### src/rtl/vm_if.sv
// vm_if: bundle between the vending controller and its coin, button, dispenser and panel side.
// The refund request line exists only when VM_REFUND_EN is defined.
interface vm_if #(parameter int CREDIT_W = 3);
  logic coin, coffee, sprite, disp_done;
  logic disp_req, disp_sel, coin_reject, coin_return, led_coffee, led_sprite, busy, fault;
  logic [CREDIT_W-1:0] credit;
`ifdef VM_REFUND_EN
  logic refund;
  modport master(output coin, coffee, sprite, disp_done, refund,
                 input disp_req, disp_sel, coin_reject, coin_return, credit, led_coffee, led_sprite, busy, fault);
  modport slave(input coin, coffee, sprite, disp_done, refund,
                output disp_req, disp_sel, coin_reject, coin_return, credit, led_coffee, led_sprite, busy, fault);
`else
  modport master(output coin, coffee, sprite, disp_done,
                 input disp_req, disp_sel, coin_reject, coin_return, credit, led_coffee, led_sprite, busy, fault);
  modport slave(input coin, coffee, sprite, disp_done,
                output disp_req, disp_sel, coin_reject, coin_return, credit, led_coffee, led_sprite, busy, fault);
`endif
endinterface

### src/rtl/vm_dispense_arbiter.sv
// vm_dispense_arbiter: coin credit, round-robin coffee/sprite dispense with timeout fault.
// Define VM_REFUND_EN to add the refund request and the coin-return pulse train.
module vm_dispense_arbiter #(
  parameter int CREDIT_W = 3,
  parameter int MAX_CREDIT = 7,
  parameter int PRICE_COFFEE = 1,
  parameter int PRICE_SPRITE = 3,
  parameter int DISP_TIMEOUT = 15,
  parameter int RET_GAP = 2
) (
  input logic clk,
  input logic rst,
  vm_if.slave bus
);
  localparam int TW = $clog2(DISP_TIMEOUT + 1);
  typedef enum logic [1:0] {IDLE, GRANT, FAULT, REFUND} state_t;
  state_t state, state_nx;
  logic [CREDIT_W-1:0] credit, credit_nx, base, pc, ps;
  logic [TW-1:0] tcnt;
  logic sel, rr, reject, coin_ret, vc, vs, go, pick, done, timeout, take, refund_go, ret;
  assign pc = CREDIT_W'(PRICE_COFFEE);
  assign ps = CREDIT_W'(PRICE_SPRITE);
`ifdef VM_REFUND_EN
  localparam bit REF_EN = 1'b1;
  localparam int GW = $clog2(RET_GAP + 2);
  logic [GW-1:0] gap;
  assign refund_go = state == IDLE && bus.refund && credit != '0;
  assign ret = state == REFUND && gap == '0;
  always_ff @(posedge clk)
    gap <= (rst || state != REFUND) ? '0 : (ret ? GW'(RET_GAP) : gap - 1'b1);
`else
  localparam bit REF_EN = 1'b0;
  assign refund_go = 1'b0;
  assign ret = 1'b0;
`endif
  assign vc = bus.coffee && credit >= pc;
  assign vs = bus.sprite && credit >= ps;
  assign go = state == IDLE && (vc || vs) && !refund_go;
  assign pick = (vc && vs) ? rr : vs;
  assign done = state == GRANT && bus.disp_done;
  assign timeout = state == GRANT && !bus.disp_done && tcnt == TW'(DISP_TIMEOUT - 1);
  // a coin arriving with the completing dispense is judged against the post-deduction credit
  assign base = done ? credit - (sel ? ps : pc) : (ret ? credit - 1'b1 : credit);
  assign take = bus.coin && (state == IDLE || state == GRANT) && base < CREDIT_W'(MAX_CREDIT);
  assign credit_nx = base + CREDIT_W'(take);
  always_comb begin
    state_nx = state;
    case (state)
      IDLE: state_nx = refund_go ? REFUND : (go ? GRANT : IDLE);
      GRANT: state_nx = done ? IDLE : (timeout ? FAULT : GRANT);
      FAULT: state_nx = FAULT;
      REFUND: state_nx = (!REF_EN || credit_nx == '0) ? IDLE : REFUND;
      default: state_nx = IDLE;
    endcase
  end
  always_ff @(posedge clk) begin
    if (rst) begin
      state <= IDLE;
      credit <= '0;
      tcnt <= '0;
      sel <= 1'b0;
      rr <= 1'b0;
      reject <= 1'b0;
      coin_ret <= 1'b0;
    end else begin
      state <= state_nx;
      credit <= credit_nx;
      tcnt <= state == GRANT ? tcnt + 1'b1 : '0;
      sel <= go ? pick : sel;
      rr <= go ? !pick : rr;
      reject <= bus.coin && !take;
      coin_ret <= ret;
    end
  end
  assign bus.disp_req = state == GRANT;
  assign bus.disp_sel = sel;
  assign bus.coin_reject = reject;
  assign bus.coin_return = coin_ret;
  assign bus.credit = credit;
  assign bus.led_coffee = state == IDLE && credit >= pc;
  assign bus.led_sprite = state == IDLE && credit >= ps;
  assign bus.busy = state != IDLE;
  assign bus.fault = state == FAULT;
endmodule

### src/flat_wrapper.sv
// flat-port wrapper written by rule: the top's interface ports become plain ports
module vm_dispense_arbiter_flat 
#(
  parameter int CREDIT_W = 3,
  parameter int MAX_CREDIT = 7,
  parameter int PRICE_COFFEE = 1,
  parameter int PRICE_SPRITE = 3,
  parameter int DISP_TIMEOUT = 15,
  parameter int RET_GAP = 2
)
  (clk, rst, bus_coin, bus_coffee, bus_sprite, bus_disp_done, bus_disp_req, bus_disp_sel, bus_coin_reject, bus_coin_return, bus_credit, bus_led_coffee, bus_led_sprite, bus_busy, bus_fault);
  vm_if #(.CREDIT_W(CREDIT_W)) bus_i ();
  input logic clk;
  input logic rst;
  input wire logic [$bits(bus_i.coin)-1:0] bus_coin;
  input wire logic [$bits(bus_i.coffee)-1:0] bus_coffee;
  input wire logic [$bits(bus_i.sprite)-1:0] bus_sprite;
  input wire logic [$bits(bus_i.disp_done)-1:0] bus_disp_done;
  output wire logic [$bits(bus_i.disp_req)-1:0] bus_disp_req;
  output wire logic [$bits(bus_i.disp_sel)-1:0] bus_disp_sel;
  output wire logic [$bits(bus_i.coin_reject)-1:0] bus_coin_reject;
  output wire logic [$bits(bus_i.coin_return)-1:0] bus_coin_return;
  output wire logic [$bits(bus_i.credit)-1:0] bus_credit;
  output wire logic [$bits(bus_i.led_coffee)-1:0] bus_led_coffee;
  output wire logic [$bits(bus_i.led_sprite)-1:0] bus_led_sprite;
  output wire logic [$bits(bus_i.busy)-1:0] bus_busy;
  output wire logic [$bits(bus_i.fault)-1:0] bus_fault;
  assign bus_i.coin = bus_coin;
  assign bus_i.coffee = bus_coffee;
  assign bus_i.sprite = bus_sprite;
  assign bus_i.disp_done = bus_disp_done;
  assign bus_disp_req = bus_i.disp_req;
  assign bus_disp_sel = bus_i.disp_sel;
  assign bus_coin_reject = bus_i.coin_reject;
  assign bus_coin_return = bus_i.coin_return;
  assign bus_credit = bus_i.credit;
  assign bus_led_coffee = bus_i.led_coffee;
  assign bus_led_sprite = bus_i.led_sprite;
  assign bus_busy = bus_i.busy;
  assign bus_fault = bus_i.fault;
  vm_dispense_arbiter #(.CREDIT_W(CREDIT_W), .MAX_CREDIT(MAX_CREDIT), .PRICE_COFFEE(PRICE_COFFEE), .PRICE_SPRITE(PRICE_SPRITE), .DISP_TIMEOUT(DISP_TIMEOUT), .RET_GAP(RET_GAP)) u_core (.clk(clk), .rst(rst), .bus(bus_i));
endmodule
### config.mk
export PLATFORM = sky130hd
export DESIGN_NAME = vm_dispense_arbiter_flat
export DESIGN_NICKNAME = d
export VERILOG_FILES = /design/src/rtl/vm_if.sv /design/src/rtl/vm_dispense_arbiter.sv /design/src/flat_wrapper.sv
export SDC_FILE = /design/constraint.sdc
export NUM_CORES = 1
export LEC_CHECK = 0
export ABC_AREA = 1
export BUFFER_PORTS_ARGS = -buffer_cell sky130_fd_sc_hd__buf_2
export CORE_MARGIN = 2
export CORE_UTILIZATION = 41
export CTS_CLUSTER_SIZE = 24
export DETAILED_ROUTE_END_ITERATION = 10
export PLACE_DENSITY_LB_ADDON = 0.15
export SKIP_LAST_GASP = 1
export SLEW_MARGIN = 30
export SYNTH_ARGS = -nofsm -noshare
export SYNTH_HDL_FRONTEND = slang
export SYNTH_SLANG_ARGS = --single-unit
### constraint.sdc
create_clock -name clk -period 2.4 [get_ports clk]
set_input_delay 0 -clock clk [delete_from_list [all_inputs] [get_ports clk]]
set_output_delay 0 -clock clk [all_outputs]
set_load 0.02 [all_outputs]
==> metrics.txt <==
fmax=472 MHz; Max Cap Viol=0; sequential fraction of the synthesis area=34.7%; WP buf/inv=3; Mapped Area=693 um2; CTS clock-pin slew for the worst setup and hold paths=70 ps; Yosys cell types=21; Leak=0.472 nW; Synth Warn #=0; RSZ-0062 raised after global routing=false; Clk Latency, worst-skew pair=270 ps; status=finished, final reports clean; Worst VDD drop=386 uV; CP max stage cell=fa_1; post-route cell area=slightly above 800 um2; CP cell instances=inv_1, fa_1, inv_1, nand2_1, nand2_1, nand2_1, nand2_1, inv_1, a21oi_1, ha_1, ha_1, xor2_1, nor2_1; final antenna-violating net count=0; first-pass GRT wire length=roughly 2200 um; synthesized net count=110; full die area=2040 um2; antenna diode count=0; # port buffers=15; Placed Instances=129; nets=approximately 130; final std cells w/o fill=134; # fillers=160; Worst path max stage delay=460 ps; vias in the first global route=~510; Initial Util=45.0%; Die H=45.1 um; detailed placement HPWL=1000 um; TritonCTS buffer count=3; DR pass1 iterations=4; Core Region=between 1500 and 2000 um2; cell family with most CP delay=adder cells; setup TNS=0 ps; Max clock buf depth=2; Setup crit end kind=flip-flop; Post-DP Area=781 um2; Row Count=14; clk sinks=12; Slew Viols, Final=0; Die Span X=45.1 um; Hold Path Class=input pin to flip-flop; period utilisation layout=around 90%; Design Power=700 uW; Avg Cell Area, Syn=approximately 7.0 um2; Final GP Congestion=0.744; largest net degree at the start of global routing=8; CP dominant cell by count=nand2_1; Vias per Instance=about 4.5; Area Growth Syn to Fin=18.8%; Crit Path Class=flip-flop to flip-flop; post-route minimum period=2120 ps; grt total ovfl=0; residual DRC count=0; cells after synthesis=99; Final Hold Viols=0; Iteration-0 DRC Markers=4; area of the multi-input gates=363 um2; Reg area=240 um2; via count=609; final WL=1270 um; initial antenna violation count=0; flops & latches, synth=12; H-tree Lvls=1; Post-CTS Setup Inserts=0; share of layout cells above drive strength 1=24.6%; I/O pin total=17; Final Skew=1.35 ps; Pwr per Cell Area=850 nW/um2; setup violators final=0; startpoint types=flip-flop; worst endpoint data arrival time=about 2300 ps; critical path data required time=2560 ps; cell chosen for the clock root=clkbuf_4; Worst Path Max Fanout=4; WL per Instance=9.47 um; CTS tree=built; All-Layer GR Usage=15.5%
## synthesized netlist by cell type
cell     number  area, um2
nand4_1       2       12.5
fa_1          1       20.0
inv_1        20       75.1
nor3_1        1       5.00
nor2_4        1       11.3
buf_4         1       7.51
a21oi_1       3       15.0
xnor2_1       1       8.76
a21oi_2       1       8.76
nor2_1       14       52.6
dfxtp_1      12        240
conb_1        1       3.75
inv_2         2       7.51
xor2_1        1       8.76
o21ai_0       1       5.00
ha_1          4       50.1
nand2_1      21       78.8
nand3_2       1       10.0
nand2_2       5       31.3
nand3_1       5       25.0
a21oi_4       1       16.3
## timing repair
| item | CTS | global route |
|---|---|---|
| resized for setup | 0 | 0 |
| hold buffers | 2 | 0 |
| endpoints found under the hold margin | 6 | 0 |
## metrics by stage
stage	util [%]	worst slack, ps	hold slack [ps]
finish	53.4	283	52.7
CTS	53.4	255	47.6
global placement	50.6	351	259
detailed placement	50.6	284	263
global route	53.4	54.1	56.3
floorplan	-	309	69.1
## worst register-to-register path, cell delays in order, from the launching register on
cell	delay, ps
dfxtp_1	380
inv_1	130
fa_1	460
inv_1	70
nand2_1	50
nand2_1	50
nand2_1	50
nand2_1	90
inv_1	70
a21oi_1	160
ha_1	170
ha_1	160
xor2_1	130
nor2_1	50
## path summary, 6_finish.rpt
check,from,slack [ps],end,cells after the start
hold / removal,bus_coffee,50,u_core.rr,3
hold reg to reg,u_core.tcnt[0],470,u_core.tcnt[0],1
setup reg to reg,u_core.bus.credit[0],280,u_core.bus.credit[2],13
setup / recovery,u_core.bus.credit[0],280,u_core.bus.credit[2],13
## sequential cells by signal (all words and copies together) (netlist names), named ones only
register and count:
u_core.bus.credit 3, u_core.state 1, u_core.tcnt 4, u_core.bus.coin_reject 1, u_core.bus.disp_sel 1, u_core.rr 1
## metal layers
metal	vias up	GRT usage (%)	wire (um)
li1	330	-	-
met1	263	21.3	638
met2	14	22.3	549
met3	2	3.60	67
met4	0	8.82	14
met5	-	0	0
## cell families after synthesis
kind of cell | after synthesis | share of synthesized area, %
buffers and inverters | 23 | 13.0
AND/OR/NAND/NOR | 50 | 32.7
adder cells (fa/ha/maj) | 5 | 10.1
XOR/XNOR | 2 | 2.53
other | 1 | 0.541
flip-flops | 12 | 34.7
AO/OA/AOI/OAI | 6 | 6.50
## final cells by class
class,instances,area share (%)
clock buffer,3,2.74
inverter,22,10.0
multi-input combinational,64,44.1
sequential,12,29.2
tap,16,2.43
timing repair buffer,17,11.6
## cell usage in the layout (no fill, tap or decap), drive strengths merged
| cell | netlist | final |
|---|---|---|
| a21oi | 5 | 5 |
| nand3 | 6 | 6 |
| nand4 | 2 | 2 |
| inv | 22 | 22 |
| fa | 1 | 1 |
| buf | 1 | 15 |
| ha | 4 | 4 |
| o21ai | 1 | 1 |
| xor2 | 1 | 1 |
| conb | 1 | 1 |
| nor3 | 1 | 1 |
| clkbuf | 0 | 3 |
| dlygate4sd3 | 0 | 2 |
| xnor2 | 1 | 1 |
| dfxtp | 12 | 12 |
| nor2 | 15 | 15 |
| nand2 | 26 | 26 |
## where the power goes
group          switching [mW]  internal (mW)
sequential             0.0287          0.229
combinational           0.206          0.114
clock                  0.0636         0.0580
total                   0.299          0.401
(Power assumes the default switching activity.)
